$ cat src/rtl/spi_target.sv
// CPHA=0 SPI target that turns write/read frames into a byte-wide register port.
// Defining SPI_TARGET_STATUS_EN adds command 0x05, which reads back the count of completed writes.
module spi_target #(
  parameter int SYNC_STAGE   = 2,
  parameter bit CPOL         = 1'b1,
  parameter int DUMMY_CYCLES = 0
) (
  input  logic       clk,
  input  logic       reset,
  input  logic       sclk,
  input  logic       mosi,
  input  logic       ssel,
  output logic       miso,
  output logic       miso_oe,
  output logic       write_enable,
  output logic [7:0] write_address,
  output logic [7:0] write_data,
  output logic [7:0] read_address,
  input  logic [7:0] read_data,
  output logic       busy
);

  typedef enum logic [2:0] {
    ST_IDLE, ST_CMD, ST_ADDR, ST_DUMMY, ST_WDATA, ST_RDATA, ST_IGNORE
  } state_t;

  localparam logic [2:0] FLUSH_LAST = 3'(SYNC_STAGE + 1);
  localparam logic [2:0] DUMMY_LAST = 3'((DUMMY_CYCLES > 0) ? DUMMY_CYCLES - 1 : 0);

  state_t                state_q, state_d;
  logic [SYNC_STAGE-1:0] sclk_sync_q, mosi_sync_q, ssel_sync_q;
  logic                  sclk_prev_q, ssel_prev_q;
  logic                  armed_q, armed_d;
  logic [2:0]            flush_cnt_q, flush_cnt_d;
  logic [2:0]            bit_cnt_q, bit_cnt_d;
  logic [7:0]            shift_in_q, shift_in_d;
  logic [7:0]            shift_out_q, shift_out_d;
  logic [7:0]            addr_q, addr_d;
  logic                  is_write_q, is_write_d;
  logic                  shift_ok_q, shift_ok_d;
  logic                  load1_q, load1_d, load2_q, load2_d;
  logic                  miso_q, miso_d, miso_oe_q, miso_oe_d, busy_q, busy_d;
  logic                  write_enable_q, write_enable_d;
  logic [7:0]            write_address_q, write_address_d;
  logic [7:0]            write_data_q, write_data_d;
  logic [7:0]            read_address_q, read_address_d;
`ifdef SPI_TARGET_STATUS_EN
  logic                  is_status_q, is_status_d;
  logic [7:0]            wr_count_q, wr_count_d;
`endif

  logic       sclk_s, mosi_s, ssel_s, lead_s, trail_s, ssel_fall_s, last_bit_s;
  logic [7:0] byte_s;

  assign sclk_s      = sclk_sync_q[SYNC_STAGE-1];
  assign mosi_s      = mosi_sync_q[SYNC_STAGE-1];
  assign ssel_s      = ssel_sync_q[SYNC_STAGE-1];
  assign lead_s      = (sclk_prev_q == CPOL) && (sclk_s != CPOL);
  assign trail_s     = (sclk_prev_q != CPOL) && (sclk_s == CPOL);
  assign ssel_fall_s = ssel_prev_q && !ssel_s;
  assign byte_s      = {shift_in_q[6:0], mosi_s};
  assign last_bit_s  = lead_s && (bit_cnt_q == 3'd7);

  // A frame is only accepted after ssel has been seen high with flushed synchronizers,
  // so a frame already in progress at reset release is never joined mid-way.
  always_comb begin
    state_d         = state_q;
    armed_d         = armed_q;
    flush_cnt_d     = flush_cnt_q;
    bit_cnt_d       = bit_cnt_q;
    shift_in_d      = shift_in_q;
    shift_out_d     = shift_out_q;
    addr_d          = addr_q;
    is_write_d      = is_write_q;
    shift_ok_d      = shift_ok_q;
    load1_d         = 1'b0;
    load2_d         = load1_q;
    write_enable_d  = 1'b0;
    write_address_d = write_address_q;
    write_data_d    = write_data_q;
    read_address_d  = read_address_q;
`ifdef SPI_TARGET_STATUS_EN
    is_status_d     = is_status_q;
    wr_count_d      = wr_count_q;
`endif

    if (armed_q) begin
      armed_d = 1'b1;
    end else if (flush_cnt_q != FLUSH_LAST) begin
      flush_cnt_d = flush_cnt_q + 3'd1;
    end else begin
      armed_d = ssel_s && ssel_prev_q;
    end

    if ((state_q != ST_IDLE) && ssel_s) begin
      state_d    = ST_IDLE;
      bit_cnt_d  = 3'd0;
      shift_ok_d = 1'b0;
    end else begin
      case (state_q)
        ST_IDLE: begin
          bit_cnt_d   = 3'd0;
          shift_ok_d  = 1'b0;
          shift_out_d = 8'd0;
          if (ssel_fall_s && armed_q) state_d = ST_CMD;
          else                        state_d = ST_IDLE;
        end
        ST_CMD: begin
          if (lead_s) begin
            shift_in_d = byte_s;
            bit_cnt_d  = bit_cnt_q + 3'd1;
          end else begin
            shift_in_d = shift_in_q;
          end
          if (last_bit_s) begin
            is_write_d = (byte_s == 8'h02);
`ifdef SPI_TARGET_STATUS_EN
            is_status_d = 1'b0;
            if (byte_s == 8'h05) begin
              is_status_d = 1'b1;
              state_d     = ST_RDATA;
              shift_ok_d  = 1'b0;
              load1_d     = 1'b1;
            end else
`endif
            if ((byte_s == 8'h02) || (byte_s == 8'h03)) state_d = ST_ADDR;
            else                                         state_d = ST_IGNORE;
          end else begin
            state_d = ST_CMD;
          end
        end
        ST_ADDR: begin
          if (lead_s) begin
            shift_in_d = byte_s;
            bit_cnt_d  = bit_cnt_q + 3'd1;
          end else begin
            shift_in_d = shift_in_q;
          end
          if (last_bit_s) begin
            addr_d = byte_s;
            if (is_write_q) begin
              state_d = ST_WDATA;
            end else if (DUMMY_CYCLES > 0) begin
              state_d = ST_DUMMY;
            end else begin
              state_d        = ST_RDATA;
              read_address_d = byte_s;
              addr_d         = byte_s + 8'd1;
              shift_ok_d     = 1'b0;
              load1_d        = 1'b1;
            end
          end else begin
            state_d = ST_ADDR;
          end
        end
        ST_DUMMY: begin
          if (lead_s && (bit_cnt_q == DUMMY_LAST)) begin
            bit_cnt_d      = 3'd0;
            state_d        = ST_RDATA;
            read_address_d = addr_q;
            addr_d         = addr_q + 8'd1;
            shift_ok_d     = 1'b0;
            load1_d        = 1'b1;
          end else if (lead_s) begin
            bit_cnt_d = bit_cnt_q + 3'd1;
          end else begin
            bit_cnt_d = bit_cnt_q;
          end
        end
        ST_WDATA: begin
          if (lead_s) begin
            shift_in_d = byte_s;
            bit_cnt_d  = bit_cnt_q + 3'd1;
          end else begin
            shift_in_d = shift_in_q;
          end
          if (last_bit_s) begin
            write_enable_d  = 1'b1;
            write_data_d    = byte_s;
            write_address_d = addr_q;
            addr_d          = addr_q + 8'd1;
          end else begin
            write_enable_d  = 1'b0;
          end
        end
        ST_RDATA: begin
          // The trailing edge right after a byte's 8th bit must not shift: the next byte is loading.
          if (last_bit_s) begin
            bit_cnt_d  = 3'd0;
            shift_ok_d = 1'b0;
            load1_d    = 1'b1;
`ifdef SPI_TARGET_STATUS_EN
            if (!is_status_q) begin
              read_address_d = addr_q;
              addr_d         = addr_q + 8'd1;
            end else begin
              read_address_d = read_address_q;
            end
`else
            read_address_d = addr_q;
            addr_d         = addr_q + 8'd1;
`endif
          end else if (lead_s) begin
            bit_cnt_d  = bit_cnt_q + 3'd1;
            shift_ok_d = 1'b1;
          end else if (trail_s && shift_ok_q) begin
            shift_out_d = {shift_out_q[6:0], 1'b0};
          end else begin
            shift_out_d = shift_out_q;
          end
        end
        ST_IGNORE: state_d = ST_IGNORE;
        default:   state_d = ST_IDLE;
      endcase
    end

    if (load2_q) begin
`ifdef SPI_TARGET_STATUS_EN
      shift_out_d = is_status_q ? wr_count_q : read_data;
`else
      shift_out_d = read_data;
`endif
    end else begin
      shift_out_d = shift_out_d;
    end

`ifdef SPI_TARGET_STATUS_EN
    if (write_enable_d) wr_count_d = wr_count_q + 8'd1;
    else                wr_count_d = wr_count_q;
`endif

    miso_oe_d = (state_d == ST_RDATA);
    miso_d    = miso_oe_d & shift_out_d[7];
    busy_d    = (state_d != ST_IDLE);
  end

  // All state, synchronizers and registered outputs.
  always_ff @(posedge clk) begin
    if (reset) begin
      state_q         <= ST_IDLE;
      sclk_sync_q     <= {SYNC_STAGE{CPOL}};
      mosi_sync_q     <= {SYNC_STAGE{1'b0}};
      ssel_sync_q     <= {SYNC_STAGE{1'b1}};
      sclk_prev_q     <= CPOL;
      ssel_prev_q     <= 1'b1;
      armed_q         <= 1'b0;
      flush_cnt_q     <= 3'd0;
      bit_cnt_q       <= 3'd0;
      shift_in_q      <= 8'd0;
      shift_out_q     <= 8'd0;
      addr_q          <= 8'd0;
      is_write_q      <= 1'b0;
      shift_ok_q      <= 1'b0;
      load1_q         <= 1'b0;
      load2_q         <= 1'b0;
      miso_q          <= 1'b0;
      miso_oe_q       <= 1'b0;
      busy_q          <= 1'b0;
      write_enable_q  <= 1'b0;
      write_address_q <= 8'd0;
      write_data_q    <= 8'd0;
      read_address_q  <= 8'd0;
`ifdef SPI_TARGET_STATUS_EN
      is_status_q     <= 1'b0;
      wr_count_q      <= 8'd0;
`endif
    end else begin
      state_q         <= state_d;
      sclk_sync_q     <= {sclk_sync_q[SYNC_STAGE-2:0], sclk};
      mosi_sync_q     <= {mosi_sync_q[SYNC_STAGE-2:0], mosi};
      ssel_sync_q     <= {ssel_sync_q[SYNC_STAGE-2:0], ssel};
      sclk_prev_q     <= sclk_s;
      ssel_prev_q     <= ssel_s;
      armed_q         <= armed_d;
      flush_cnt_q     <= flush_cnt_d;
      bit_cnt_q       <= bit_cnt_d;
      shift_in_q      <= shift_in_d;
      shift_out_q     <= shift_out_d;
      addr_q          <= addr_d;
      is_write_q      <= is_write_d;
      shift_ok_q      <= shift_ok_d;
      load1_q         <= load1_d;
      load2_q         <= load2_d;
      miso_q          <= miso_d;
      miso_oe_q       <= miso_oe_d;
      busy_q          <= busy_d;
      write_enable_q  <= write_enable_d;
      write_address_q <= write_address_d;
      write_data_q    <= write_data_d;
      read_address_q  <= read_address_d;
`ifdef SPI_TARGET_STATUS_EN
      is_status_q     <= is_status_d;
      wr_count_q      <= wr_count_d;
`endif
    end
  end

  assign miso          = miso_q;
  assign miso_oe       = miso_oe_q;
  assign busy          = busy_q;
  assign write_enable  = write_enable_q;
  assign write_address = write_address_q;
  assign write_data    = write_data_q;
  assign read_address  = read_address_q;

endmodule

$ cat config.mk
export PLATFORM = sky130hd
export DESIGN_NAME = spi_target
export DESIGN_NICKNAME = d
export VERILOG_FILES = /design/src/rtl/spi_target.sv
export SDC_FILE = /design/constraint.sdc
export NUM_CORES = 1
export LEC_CHECK = 0
export BUFFER_PORTS_ARGS = -buffer_cell sky130_fd_sc_hd__buf_2
export CAP_MARGIN = 10
export CORE_MARGIN = 2
export CORE_UTILIZATION = 36
export CTS_CLUSTER_SIZE = 14
export DETAILED_ROUTE_END_ITERATION = 10
export PLACE_DENSITY_LB_ADDON = 0.05
export SYNTH_ARGS = -nofsm -noshare
export SYNTH_HDL_FRONTEND = slang
export SYNTH_SLANG_ARGS = --single-unit
$ cat constraint.sdc
create_clock -name clk -period 5.75 [get_ports clk]
set_input_delay 1.15 -clock clk [delete_from_list [all_inputs] [get_ports clk]]
set_output_delay 1.15 -clock clk [all_outputs]
set_load 0.05 [all_outputs]
==> Word-level counts from Yosys, hierarchy flattened <==
Cells that the tools add are included.
{ "op_classes": {"muxes": 41, "n_eq_ne": 21, "n_reduce_logical": 32, "add_sub_neg": 4, "n_bitwise": 6} }
{ "ops": {"columns": ["operator", "count"], "rows": [
  ["2-to-1 mux 8 bit", 13],
  ["one-hot mux 8 bit (3 select lines)", 2],
  ["2-to-1 mux 3 bit", 8],
  ["one-hot mux 3 bit (6 select lines)", 1],
  ["adder 8 x 1 -> 8 bit, second input constant", 2],
  ["== test 8 x 2 -> 1 bit, second input constant", 2],
  ["one-hot mux 8 bit (2 select lines)", 1],
  ["== test 3 bit, second input constant", 5],
  ["AND reduction 5 bit", 3],
  ["nonzero test 3 bit", 5],
  ["2-to-1 mux 1 bit", 13],
  ["inequality test 3 bit, second input constant", 4],
  ["one-hot mux 3 bit (4 select lines)", 1],
  ["inequality test 2 bit, second input constant", 5],
  ["logical AND 1 bit", 9],
  ["AND reduction 3 bit", 3],
  ["nonzero test 4 bit", 2],
  ["adder 3 x 1 -> 3 bit, second input constant", 2],
  ["== test 3 x 2 -> 1 bit, second input constant", 2],
  ["logical NOT 3 bit", 2],
  ["AND reduction 6 bit", 1],
  ["OR reduction 3 bit", 2],
  ["inverter 1 bit", 5],
  ["one-hot mux 1 bit (4 select lines)", 1],
  ["other kinds (9)", 10]
]} }
{ "word_totals": {"word_cells": 128, "output_inout_bits": 28, "register_bits": 73, "in_bits": 13} }

==> Depth between registers and ports, before layout <==
{ "logic_depth": {"ltp_word": 10, "mapped_depth": 8, "depth_no_buf": 6} }

==> Least setup slack after synthesis <==
Ideal clock, no wire load.
{ "synth_path": {"path_type": "input -> register", "from": "in reset", "to": "reg addr_q[4]", "t_arrival_ns": 2.066, "required_ns": 5.610, "path_stages": 4, "setup_ns": 0.140, "slack_ns": 3.545, "path_buffers": 3, "path_cell_list": "clkbuf_1 clkbuf_1 buf_1 a221oi_1"} }
{ "synth_lines": {"columns": ["item", "line", "text"], "rows": [
  ["start, declared", "9", "input logic reset,"],
  ["end signal, assigned", "279", "addr_q <= addr_d;"],
  ["end, declared", "38", "logic [7:0] addr_q, addr_d;"]
]} }
No word-level cell between the ends.

==> Worst setup path in the final report <==
{ "layout_path": {"from": "reg state_q[1]", "to": "reg addr_q[7]"} }
{ "layout_between": {"elab_chain_cells": 4, "elab_cells_between_ends": 14, "cone_classes": "7 x eq/ne; 1 x mux; 1 x bitwise; 5 x reduce/logical"} }
{ "layout_rtl": {"columns": ["item", "line", "text"], "rows": [
  ["start, declared", "30", "state_t state_q, state_d;"],
  ["start signal, assigned", "268", "state_q <= state_d;"],
  ["== test 3 bit / nonzero test 3 bit (equally long branches)", "100, 95", null],
  ["OR reduction 2 bit (no line) / logical AND 1 bit (equally long branches)", null, null],
  ["inequality test 2 x 1 -> 1 bit (no line) (tied with other cells)", null, null],
  ["AND reduction 5 bit (no line)", null, null]
]} }
Parallel ways exist; a longest one is shown, timed or not.
A chain may end at the register's enable or synchronous reset.

==> flow_summary.toml <==
[synthesis]
yosys_warnings = 0
synth-edff-count = 0
synthArstFlopShare_pct = 0
synth_area_leaders = "dfxtp_1 39%, mux2i_1 9.0%, nor2_1 5.0%"
synth.net_count = 439
seq_area_frac_synth_pct = 38.6
ys_ff_latch = 73
synth_ff_type = "dfxtp_1"
synth_largest_area_cell = "dfxtp_1"
synthDistinctLibCells = 71
synthesis.area_um2 = 3780
synth.top_cell.area_share_pct = 38.6
synth_cells = 413
avgSynthCellArea_um2 = 9.16

[pwr]
p_leak_nw = 1.74
p_per_area_nw_per_um2 = 229
vdd_drop_max_v = 0.000105
total_power_uw = 960

[worst_hold_path]
holdCritStartpoint = "sclk_sync_q[0]"
hold_class = "flop to flop"
whs_endpoint = "sclk_sync_q[1]"
hold_depth = 1

[worst_setup_path]
cp.arrival_ns = 2.80
cp.required_ns = 6.02
end_kind = "flop"
cp-start-kind = "flop"
r2r-start = "state_q[1]"
crit_type = "flop to flop"
reg2reg_slack_ns = 3.21
rr_endpoint = "addr_q[7]"
worst-path-max-fanout = 20
ff2ff_path_depth = 6

[cts]
clk_path_buf_depth = 2
postCtsSetupRepairBufs = 0
clkSinkCount = 73
htreeDepth = 3
cts.clk_slew.worst_paths_ns = 0.08
cts_tree = "done"
cts-resized-gates = 0
cts-buffers-inserted = 9
root_buffer = "clkbuf_8"
cts_hold_buf = 0
clock_latency_ns = 0.36

[routing]
wl_met2_mm = 3.74
wl_per_cell_um = 15.8
drc = 0
first_pass_iters = 4
route.met3.wl_um = 517
wl_met1_mm = 4.53
via_per_inst = 5.46
drtIter0Drc = 260
highest_layer = "met4"
antenna_left = 0
vias = 3126
wl_mm = 9.04

[die]
die_x_um = 107
fp.dieH_um = 107
ios = 41
die_area_um2 = 11300
row_count = 37
core_area_um2 = 10300
start_util_pct = 36.8

[timing]
rsz0062_at_grt = "no"
finalCriticalPeriod_ns = 2.54
fin_setup_tns_ns = 0
worst_slack_ns = 3.21
hold_violations = 0
slew_headroom_pct = 45.2
skew_ns = 0.00914
fmax_ghz = 0.394
drv_slew = 0
whs_ns = 0.410
max_slew.worst_pin.slew_ns = 0.820
period_share_pct = 44.1
finalSetupViolCount = 0

[place]
portBuffers = 40
place_congestion = 0.901
hpwl_mm = 6.19
dp.cells = 558
place_ws_ns = 3.08

[global_route]
overflow = 0
grt_pass1_wl_mm = 15.0
grt_max_degree = 63
antenna_found_initial = 0
grt_pass1_vias = 2917
track_usage_pct = 16.9

[flow_run]
drv_cap = 0

[final_layout]
num_antenna_cells = 0
syn_to_final_growth_pct = 10.7
instances_no_fill = 573
drive_gt1_share_pct = 17.8
fin_nets = 459

[status]
outcome = "completed"
[routing by layer]
layer	GRT usage, %	up-vias
met5	0	-
met4	9.55	0
met3	3.19	19
met2	23.4	96
met1	24.2	1458
li1	-	1553
[worst max-delay path by stage]
stage / from / endpoint / cells past startpoint
after floorplan: reset / addr_q[4] / 4
after global placement: reset / addr_q[7] / 5
after detailed placement: reset / addr_q[7] / 5
after CTS: state_q[1] / addr_q[7] / 6
after global routing: state_q[1] / addr_q[7] / 6
final: state_q[1] / addr_q[7] / 6
[per-stage QoR]
stage	util (%)	area [um2]
floorplan	-	3780
global placement	39.0	4000
detailed placement	39.0	4000
CTS	40.7	4190
global route	40.7	4190
finish	40.7	4190
[state kept, by name, summed over array words and instances (netlist names), 2 cells and up]
name / cells
addr_q: 8
bit_cnt_q: 3
flush_cnt_q: 3
mosi_sync_q: 2
read_address: 8
sclk_sync_q: 2
shift_in_q: 7
shift_out_q: 8
ssel_sync_q: 2
state_q: 3
write_address: 8
write_data: 8
[where the power goes]
part	leakage [nW]	switching (mW)	internal [mW]	total, mW
registers	0.590	0.00932	0.518	0.528
logic	1.06	0.0324	0.0230	0.0554
clock network	0.0915	0.188	0.189	0.377
total	1.74	0.229	0.730	0.960
[synthesized netlist by cell type, drive strengths merged (3+ instances only)]
| master | instances |
|---|---|
| nand3 | 17 |
| nand4 | 5 |
| o21ai | 5 |
| nor2b | 3 |
| nand2b | 6 |
| o32ai | 3 |
| nand2 | 20 |
| clkbuf | 18 |
| buf | 16 |
| or2 | 5 |
| dfxtp | 73 |
| xnor2 | 5 |
| o22ai | 3 |
| nand3b | 3 |
| and4bb | 3 |
| ha | 13 |
| o21a | 3 |
| a311o | 11 |
| nor3 | 10 |
| a31oi | 3 |
| a221oi | 4 |
| a311oi | 6 |
| a21oi | 20 |
| and3b | 3 |
| mux2i | 34 |
| nor2 | 51 |
| inv | 21 |
| o221ai | 4 |
| a211oi | 8 |
| a211o | 3 |
| nor4 | 5 |
[area by class of cell]
class                      count  area, um2
clock buffer                  13        169
clock inverter                 2       12.5
fill                        1056       6090
inverter                      21       78.8
multi-input combinational    285       2070
sequential                    73       1460
tap                          136        170
timing repair buffer          43        223
[worst max-delay path, stage by stage, from the launching register on]
cell and delay, ns:
dfxtp_1 0.85, inv_2 0.18, ha_1 0.38, inv_2 0.21, o221a_2 0.30, nand3_1 0.18, o32ai_1 0.33
[kinds of logic after synthesis]
logic type	Yosys count	synth area share, %
AOI/OAI and AO/OA	89	19.3
xor gates and xnor gates	7	1.82
adders and majority gates	13	4.30
buffers and inverters	55	6.62
DFF	73	38.6
muxes	34	9.00
and+or+nand+nor	142	20.3
[cells in the final DEF (no fill, tap or decap), types with 6 or more instances in the layout]
| cell type | Yosys | final |
|---|---|---|
| mux2i_1 | 34 | 34 |
| buf_2 | 8 | 40 |
| ha_1 | 13 | 13 |
| nand2_1 | 20 | 20 |
| inv_1 | 19 | 19 |
| a211oi_1 | 7 | 7 |
| a21oi_1 | 19 | 19 |
| nor3_1 | 9 | 9 |
| clkbuf_8 | 0 | 12 |
| a311oi_1 | 6 | 6 |
| nand2b_1 | 6 | 6 |
| nand3_1 | 17 | 17 |
| nor2_1 | 50 | 50 |
| a311o_1 | 11 | 11 |
| dfxtp_1 | 73 | 73 |
No activity file was read; power rests on OpenSTA's default activity.
